### src/rtl/rv32_pkg.sv
// Shared RV32 front-end definitions: widths, canonical NOP and the fetch entry payload.
package rv32_pkg;

   localparam int unsigned XLEN = 32;
   localparam int unsigned ILEN = 32;

   localparam logic [ILEN-1:0] NOP = 32'h0000_0013;

   typedef struct packed {
      logic [ILEN-1:0] instr;
      logic [XLEN-1:0] pc;
   } fetch_entry_t;

endpackage

### src/rtl/sync_fifo.sv
// Show-ahead synchronous FIFO with flush; any depth >= 1, full+pop accepts a push.
module sync_fifo #(
   parameter int unsigned WIDTH = 32,
   parameter int unsigned DEPTH = 4,
   localparam int unsigned PW = (DEPTH > 1) ? $clog2(DEPTH) : 1,
   localparam int unsigned CW = $clog2(DEPTH) + 1
) (
   input  logic             clk,
   input  logic             rst,
   input  logic             flush,
   input  logic             push,
   input  logic [WIDTH-1:0] wdata,
   input  logic             pop,
   output logic [WIDTH-1:0] rdata,
   output logic [CW-1:0]    count,
   output logic             full,
   output logic             empty
);

   logic [WIDTH-1:0] mem [DEPTH];
   logic [PW-1:0]    rd_ptr;
   logic [PW-1:0]    wr_ptr;
   logic             do_push;
   logic             do_pop;

   function automatic logic [PW-1:0] ptr_inc(input logic [PW-1:0] p);
      return (p == PW'(DEPTH - 1)) ? '0 : p + PW'(1);
   endfunction

   assign empty   = (count == '0);
   assign full    = (count == CW'(DEPTH));
   assign do_pop  = pop && !empty;
   assign do_push = push && (!full || do_pop);
   assign rdata   = mem[rd_ptr];

   // Pointer and occupancy state; flush wins over push/pop.
   always_ff @(posedge clk or posedge rst) begin
      if (rst) begin
         rd_ptr <= '0;
         wr_ptr <= '0;
         count  <= '0;
      end else if (flush) begin
         rd_ptr <= '0;
         wr_ptr <= '0;
         count  <= '0;
      end else begin
         if (do_push) wr_ptr <= ptr_inc(wr_ptr);
         if (do_pop)  rd_ptr <= ptr_inc(rd_ptr);
         if (do_push && !do_pop)      count <= count + CW'(1);
         else if (!do_push && do_pop) count <= count - CW'(1);
      end
   end

   always_ff @(posedge clk) begin
      if (do_push && !flush) mem[wr_ptr] <= wdata;
   end

endmodule

### src/rtl/fetch_unit.sv
// RV32I instruction fetch: owns the PC, issues credited in-order imem requests,
// buffers responses in a prefetch FIFO and drops in-flight responses on redirect.
module fetch_unit #(
   parameter int unsigned     XLEN            = rv32_pkg::XLEN,
   parameter logic [XLEN-1:0] RESET_PC        = '0,
   parameter int unsigned     FIFO_DEPTH      = 4,
   parameter int unsigned     MAX_OUTSTANDING = 4
) (
   input  logic                          clk,
   input  logic                          rst,
   output logic                          imem_req_valid,
   input  logic                          imem_req_ready,
   output logic [XLEN-1:0]               imem_req_addr,
   input  logic                          imem_rsp_valid,
   input  logic [rv32_pkg::ILEN-1:0]     imem_rsp_data,
   input  logic                          redirect_valid,
   input  logic [XLEN-1:0]               redirect_pc,
   output logic                          out_valid,
   input  logic                          out_ready,
   output logic [rv32_pkg::ILEN-1:0]     out_instr,
   output logic [XLEN-1:0]               out_pc,
   output logic [XLEN-1:0]               out_pc_plus4,
   output logic [$clog2(FIFO_DEPTH):0]   fifo_count
);

   import rv32_pkg::ILEN;

   localparam int unsigned OW  = $clog2(MAX_OUTSTANDING + 1);
   localparam int unsigned QCW = $clog2(MAX_OUTSTANDING) + 1;

   typedef struct packed {
      logic [ILEN-1:0] instr;
      logic [XLEN-1:0] pc;
   } entry_t;

   logic [XLEN-1:0] fetch_pc;
   logic [OW-1:0]   inflight;
   logic [OW-1:0]   drop;
   logic [31:0]     fifo_credit_use;
   logic [31:0]     mem_credit_use;
   logic            req_fire;
   logic            rsp_fire;
   logic            rsp_keep;
   logic            rsp_drop;
   logic            out_pop;
   logic [XLEN-1:0] rsp_pc;
   entry_t          push_entry;
   entry_t          head;
   logic            fifo_empty;
   logic            fifo_full;
   logic [QCW-1:0]  pcq_count;
   logic            pcq_full;
   logic            pcq_empty;
   logic            unused_fifo_status;

   // Credits: buffer space must cover everything live, memory must not exceed its window.
   assign fifo_credit_use = 32'(fifo_count) + 32'(inflight);
   assign mem_credit_use  = 32'(inflight) + 32'(drop);
   assign imem_req_valid  = !rst && !redirect_valid &&
                            (fifo_credit_use < FIFO_DEPTH) &&
                            (mem_credit_use < MAX_OUTSTANDING);
   assign imem_req_addr   = fetch_pc;
   assign req_fire        = imem_req_valid && imem_req_ready;

   assign rsp_fire = imem_rsp_valid && ((inflight != '0) || (drop != '0));
   assign rsp_drop = rsp_fire && (drop != '0);
   assign rsp_keep = rsp_fire && (drop == '0) && !redirect_valid;

   assign push_entry = '{instr: imem_rsp_data, pc: rsp_pc};

   assign out_valid    = !fifo_empty && !redirect_valid;
   assign out_pop      = out_valid && out_ready;
   assign out_instr    = head.instr;
   assign out_pc       = head.pc;
   assign out_pc_plus4 = head.pc + XLEN'(4);

   assign unused_fifo_status = ^{fifo_full, pcq_count, pcq_full, pcq_empty};

   // A redirect moves every in-flight request into the drop count.
   always_ff @(posedge clk or posedge rst) begin
      if (rst) begin
         fetch_pc <= {RESET_PC[XLEN-1:2], 2'b00};
         inflight <= '0;
         drop     <= '0;
      end else if (redirect_valid) begin
         fetch_pc <= {redirect_pc[XLEN-1:2], 2'b00};
         inflight <= '0;
         drop     <= drop + inflight - OW'(rsp_fire);
      end else begin
         if (req_fire) fetch_pc <= fetch_pc + XLEN'(4);
         inflight <= inflight + OW'(req_fire) - OW'(rsp_keep);
         drop     <= drop - OW'(rsp_drop);
      end
   end

   sync_fifo #(
      .WIDTH (XLEN),
      .DEPTH (MAX_OUTSTANDING)
   ) u_pc_queue (
      .clk   (clk),
      .rst   (rst),
      .flush (1'b0),
      .push  (req_fire),
      .wdata (fetch_pc),
      .pop   (rsp_fire),
      .rdata (rsp_pc),
      .count (pcq_count),
      .full  (pcq_full),
      .empty (pcq_empty)
   );

   sync_fifo #(
      .WIDTH ($bits(entry_t)),
      .DEPTH (FIFO_DEPTH)
   ) u_prefetch (
      .clk   (clk),
      .rst   (rst),
      .flush (redirect_valid),
      .push  (rsp_keep),
      .wdata (push_entry),
      .pop   (out_pop),
      .rdata (head),
      .count (fifo_count),
      .full  (fifo_full),
      .empty (fifo_empty)
   );

   a_no_orphan_rsp : assert property (@(posedge clk) disable iff (rst)
      !(imem_rsp_valid && (inflight == '0) && (drop == '0)))
      else $error("fetch_unit: response with nothing outstanding");

endmodule
### config.mk
export PLATFORM = sky130hd
export DESIGN_NAME = fetch_unit
export DESIGN_NICKNAME = d
export VERILOG_FILES = /design/src/rtl/rv32_pkg.sv /design/src/rtl/sync_fifo.sv /design/src/rtl/fetch_unit.sv
export SDC_FILE = /design/constraint.sdc
export NUM_CORES = 1
export LEC_CHECK = 0
export CAP_MARGIN = 40
export CORE_ASPECT_RATIO = 1.4
export CORE_MARGIN = 2
export CORE_UTILIZATION = 27
export CTS_CLUSTER_SIZE = 14
export DETAILED_ROUTE_END_ITERATION = 7
export HOLD_SLACK_MARGIN = 0.05
export PLACE_DENSITY = 0.57
export SLEW_MARGIN = 15
export SYNTH_ARGS = -nofsm -noshare
export SYNTH_HDL_FRONTEND = slang
export SYNTH_SLANG_ARGS = --single-unit
### constraint.sdc
create_clock -name clk -period 3.25 [get_ports clk]
set_clock_uncertainty 0.15 [all_clocks]
set_input_delay 0.65 -clock clk [delete_from_list [all_inputs] [get_ports clk]]
set_output_delay 0.65 -clock clk [all_outputs]
set_load 0.02 [all_outputs]
; Word-level counts from Yosys, hierarchy flattened
; Memory sizes are Yosys's and may differ from the RTL's.
; Cells that the tools add are included.
[word_totals]
regBits = 52
mem_bits_rw = 384
output_inout_bits = 133
elab_cells = 99
memories = 2
[classes]
add_sub_neg = 17
n_lt_le_gt_ge = 2
eq_ne = 6
mux = 21
n_reduce_logical = 42
[memory_table]
columns = memory, depth, width, rd, rd_ports_with_merged_regs, write_ports, line
row1 = u_prefetch.mem, 4, 64, 1, 0, 1, sync_fifo.sv:20  ; logic [WIDTH-1:0] mem [DEPTH];
row2 = u_pc_queue.mem, 4, 32, 1, 0, 1, sync_fifo.sv:20
[ops]
columns = cell, count
row1 = $add A32 B3 Y32 const B, 2
row2 = $mux W32, 2
row3 = $mux W3, 7
row4 = $logic_and A1 B1 Y1, 19
row5 = $mux W2, 8
row6 = $logic_not A1 Y1, 10
row7 = $logic_not A3 Y1, 3
row8 = $reduce_bool A3 Y1, 3
row9 = $sub A3 B1 Y3, 3
row10 = $add A2 B1 Y2 const B, 4
row11 = $add A3 B3 Y4, 2
row12 = $eq A2 B2 Y1 const B, 4
row13 = $lt A4 B3 Y1 const B, 2
row14 = $reduce_bool A2 Y1, 4
row15 = $add A3 B1 Y3 const B, 2
row16 = $eq A3 B3 Y1 const B, 2
row17 = $sub A3 B1 Y3 const B, 2
row18 = $mux W1, 4
row19 = $add A3 B1 Y3, 1
row20 = $add A3 B3 Y3, 1
row21 = $logic_or A1 B1 Y1, 3

; Longest topological paths before layout
[logic_depth]
word_depth = 12
ltp_mapped = 13
mapped_depth_nobuf = 12

; Modules after synthesis
; Synthesis repeated with hierarchy kept, for this count alone.
[unflattened]
cells_unflattened = 960
area_unflattened_um2 = 17799.6
[modules_own_cells]
columns = mod, n_inst, cells_each, area_per_inst_um2, seq_area_each_um2
row1 = sync_fifo (u_prefetch), 1, 395, 9789.4, 7862.5
row2 = sync_fifo (u_pc_queue), 1, 229, 5181.2, 4018.9
row3 = fetch_unit, 1, 336, 2829.0, 900.9

; Worst setup path before layout
; OpenSTA, ideal clock, no wires.
[synth_timing]
path_type = in2reg
start = in redirect_valid
end = mem u_prefetch.mem[0][10] (netlist bit) (enable)
setup_ps = 426
t_arrival_ps = 3102
t_required_ps = 2674
setup_slack_ps = -428
stages = 6
n_path_buf = 3
path_cell_list = buf_2 nand4bb_1 clkbuf_1 a31oi_1 clkbuf_1 and2_1
[synth_between]
elab_chain_len = 9
elab_cells_between_ends = 10
[synth_rtl]
columns = item, line
row1 = "start, declared", fetch_unit.sv:16  ; input logic redirect_valid,
row2 = $logic_not A1 Y1 (*), "sync_fifo.sv:55, fetch_unit.sv:67, fetch_unit.sv:71"
row3 = $logic_and A1 B1 Y1, fetch_unit.sv:71  ; assign out_valid = !fifo_empty && !redirect_valid;
row4 = $logic_and A1 B1 Y1, fetch_unit.sv:72  ; assign out_pop = out_valid && out_ready;
row5 = $logic_and A1 B1 Y1, sync_fifo.sv:32  ; assign do_pop = pop && !empty;
row6 = $logic_or A1 B1 Y1, sync_fifo.sv:33  ; assign do_push = push && (!full || do_pop);
row7 = $logic_and A1 B1 Y1, sync_fifo.sv:33
row8 = $logic_and A1 B1 Y1 (*), sync_fifo.sv:55  ; if (do_push && !flush) mem[wr_ptr] <= wdata;
row9 = $mux W1 (*), sync_fifo.sv:55
row10 = $mux W1 (not written as such) (*), sync_fifo.sv:55
row11 = "end, declared", sync_fifo.sv:20
; Mark *: on every way between the ends. The rest lies on a longest branch, timed or not.

; Worst setup path after layout
[layout_timing]
start = reg u_prefetch.rd_ptr[0]
end = out out_pc_plus4[20]
[layout_between]
elab_chain_len = 2
[layout_rtl]
columns = item, line
row1 = "start, declared", sync_fifo.sv:21  ; logic [PW-1:0] rd_ptr;
row2 = "start signal, assigned", sync_fifo.sv:48  ; if (do_pop) rd_ptr <= ptr_inc(rd_ptr);
row3 = $mem_v2 Z4 W64, --
row4 = $add A32 B3 Y32, fetch_unit.sv:75  ; assign out_pc_plus4 = head.pc + XLEN'(4);
row5 = "end, declared", fetch_unit.sv:22  ; output logic [XLEN-1:0] out_pc_plus4,
; No other way between the ends.

==> impl_metrics.yaml <==
sta:
  period_minus_slack_ns: 3.78
  setup_viol: 58
  rsz0062_at_grt: "yes"
  slew_headroom_pct: 59.3
  tns_ns: -10.23
  finalHoldViolations: 0
  tightest_slew_ns: 0.610
  report.final.slew_viol_count: 0
  clock.fmax_mhz: 265
  hold-worst-slack_ns: 0.361
  timing.final.crit_share_pct: 116
  final.setup.worst_slack_ns: -0.526
setup_path:
  cp_common_cell: "buf_6"
  cpPeakStageDelay_ns: 0.54
  crit_chain: "buf_6 > mux4_2 > nand4_4 > buf_6 > or3_4 > or3_4 > xnor2_4 > buf_6"
  crit_buf_inv: 3
  arrival_ns: 2.98
  critPathTopFamily: "simple AND/OR/NAND/NOR gates"
  critPathLaunch: "u_prefetch.rd_ptr[0]"
  cp_data_required_time_ns: 2.45
  slowest_stage: "dfrtp_4"
  critPathLaunchType: "flip-flop"
  critPathCaptureType: "output pin"
  critical_path_class: "reg -> out"
  crit_fanout: 7
  reg2reg_from: "inflight[2]"
placed_design:
  place_ws_ns: -0.508
  dp.cells: 2025
  gp_congestion: 0.747
  hpwlAfterDp_um: 28400
  io_buffers: 194
cts:
  cts_buffers: 43
  clkLatencyLatePin_ns: 0.58
  htreeDepth: 2
  path_clk_slew_ns: 0.06
  clockBufferDepth: 3
  cts_tree: "done"
  cts_hold_buf: 0
  root_buffer: "clkbuf_16"
  clkSinkCount: 418
final_layout:
  fillerInstances: 5887
  fin_cells: 2115
  fin_nets: 1346
  utilization_pct: 36.0
  drive_above_1_share_pct: 29.1
  mostFrequentLayoutCell: "edfxtp_1"
  most-common-layout-cells: "edfxtp_1 (368), buf_4 (117), clkdlybuf4s50_1 (103)"
  area_delta_synth_final_pct: 32.5
  num_antenna_cells: 0
power_and_ir_drop:
  cellLeakagePower_nw: 7.81
  worst_ir_drop_vdd_v: 0.000356
  power_density_nw_per_um2: 602
grt:
  first_global_vias: 10200
  grt_first_pass_wirelength_um: 62600
  grt_max_degree: 37
  antenna_found_initial: 0
  grt_usage_pct: 12.6
  grt_overflow: 0
routing:
  vias: 9541
  drtPass1Iterations: 5
  wl_per_cell_um: 19.4
  via_per_inst: 4.51
  wirelength_um: 41000
  route.detailed.drc: 0
  detail-route-antenna-nets: 0
  drtIter0Drc: 508
floorplan:
  ios: 203
  start_util_pct: 27.2
  coreArea_um2: 62900
  dieArea_um2: 65400
  die_w_um: 217
  rows: 109
  die_h_um: 302
min_path:
  min_from: "u_pc_queue.count[2]"
  worst_hold_path_type: "reg -> reg"
outcome:
  violations: "setup timing"
  status: "complete, but fails checks"
logic_synthesis:
  synth_seq_cells: 418
  synth_area_per_cell_um2: 18.5
  syn_inst: 922
  yosysSeqAreaShare_pct: 72.0
  synth_top_family_by_area: "multiplexers"
  synth_ff_type: "edfxtp_1"
  yosysWarnings: 0
  synth.distinct_cells: 61
  muxShareOfSynthArea_pct: 12.4
  synth-simple-area-share_pct: 5.88
  syn_area_um2: 17100
  synth_edf_count: 368
  synth_fa_ha_area_share_pct: 2.22
  synth-xor-area-share_pct: 2.14
  ys_async_sr_fraction_pct: 12.0
  synth-compound-area-share_pct: 3.36
run:
  maxCapViolations: 0
flip-flops by register name, indices dropped and copies added, names as in the netlist:
register           cells
u_prefetch.wr_ptr      2
u_pc_queue.wr_ptr      2
u_pc_queue.count       3
u_prefetch.mem       248
drop                   3
u_prefetch.rd_ptr      2
inflight               3
u_pc_queue.rd_ptr      2
u_pc_queue.mem       120
imem_req_addr         30
u_prefetch.count       3
cells in the mapped netlist (2+ instances only):
| library cell | count | area (um^2) |
|---|---|---|
| o31ai_1 | 3 | 22.5 |
| mux2i_1 | 2 | 20.0 |
| o21ai_0 | 29 | 145 |
| nor4_2 | 2 | 25.0 |
| and3_1 | 8 | 50.1 |
| a31o_2 | 2 | 17.5 |
| nor4_1 | 4 | 25.0 |
| o211ai_1 | 4 | 30.0 |
| nand3_1 | 28 | 140 |
| ha_1 | 24 | 300 |
| xor2_1 | 14 | 123 |
| nor3b_1 | 3 | 22.5 |
| dfrtp_1 | 50 | 1250 |
| buf_2 | 7 | 35.0 |
| mux4_2 | 90 | 2030 |
| mux2_2 | 2 | 22.5 |
| xnor2_1 | 26 | 228 |
| edfxtp_1 | 368 | 11100 |
| mux4_1 | 2 | 52.6 |
| a21oi_1 | 15 | 75.1 |
| a221o_1 | 3 | 30.0 |
| nand4_2 | 2 | 25.0 |
| nand4_1 | 7 | 43.8 |
| and4_1 | 5 | 43.8 |
| nand2_1 | 57 | 214 |
| a21o_1 | 2 | 15.0 |
| buf_1 | 6 | 22.5 |
| a31oi_1 | 8 | 50.1 |
| and2_1 | 12 | 75.1 |
| buf_12 | 2 | 40.0 |
| buf_4 | 7 | 52.6 |
| inv_1 | 29 | 109 |
| or3_1 | 3 | 18.8 |
| nor2_1 | 26 | 97.6 |
| or3_4 | 2 | 22.5 |
| o311ai_0 | 13 | 114 |
| nor3_1 | 6 | 30.0 |
| nor4b_4 | 2 | 47.6 |
| clkbuf_1 | 19 | 71.3 |
| nor2b_1 | 4 | 25.0 |
| fa_1 | 4 | 80.1 |
per-stage QoR:
stage / power [mW] / instance area, um^2
final: 13.6 / 22700
after detailed placement: 8.63 / 21000
after CTS: 13.8 / 22500
after global routing: 14.2 / 22700
after global placement: 8.55 / 20900
after floorplan: 7.75 / 17200
layer usage:
metal / global-route usage (%) / wire (um) / vias up
met3: 2.11 / 1800 / 66
li1: - / - / 4334
met5: 0 / 0 / -
met2: 22.5 / 21200 / 260
met1: 15.4 / 16800 / 4881
met4: 4.39 / 1210 / 0
power breakdown:
part	switching, mW	internal [mW]	total, mW
sequential	0.237	6.28	6.52
clock	2.07	3.09	5.16
combinational	1.05	0.907	1.96
final timing paths:
| path | endpoint | slack, ns | depth (start not counted) |
|---|---|---|---|
| worst max-delay path | out_pc_plus4[20] | -0.53 | 8 |
| worst min-delay path | u_pc_queue.count[2] | 0.36 | 1 |
| worst max register to register | inflight[2] | 0.29 | 12 |
| worst min register to register | u_pc_queue.count[2] | 0.36 | 1 |
| max in group asynchronous | drop[0] | 1.86 | 4 |
| min in group asynchronous | imem_req_addr[28] | 0.51 | 3 |
timing repair:
action / CTS / global route
resized for setup: 239 / 28
buffers inserted: 5 / 6
setup endpoints to repair: 94 / 63
hold endpoints to repair: 0 / 0
pin swaps: 21 / 21
cell type report:
type / instances / area, um^2 / share of cell area [%]
clock buffer: 50 / 1140 / 5.05
clock inverter: 30 / 342 / 1.51
inverter: 29 / 111 / 0.491
timing repair buffer: 318 / 3000 / 13.3
multi-input combinational: 438 / 4700 / 20.8
sequential: 418 / 12300 / 54.3
tap: 832 / 1040 / 4.59
kinds of logic (layout without fill, tap and decap cells):
| logic type | Yosys count | after routing |
|---|---|---|
| flip-flops | 418 | 418 |
| AND/OR/NAND/NOR | 180 | 180 |
| multiplexers | 96 | 96 |
| AO/OA/AOI/OAI | 87 | 87 |
| buffers and inverters | 71 | 427 |
| XOR/XNOR | 41 | 41 |
| adder cells (fa/ha/maj) | 28 | 28 |
| other | 1 | 6 |
worst register-to-register path, cell delays in order (launching register included):
cell and delay, ns:
dfrtp_1 0.43, ha_1 0.35, nor4_1 0.27, buf_4 0.16
o2111ai_2 0.14, ha_1 0.33, inv_1 0.06, ha_1 0.13
inv_1 0.05, fa_1 0.40, xnor2_1 0.20, xnor2_1 0.14
nor2_1 0.05
(Power assumes the default switching activity.)
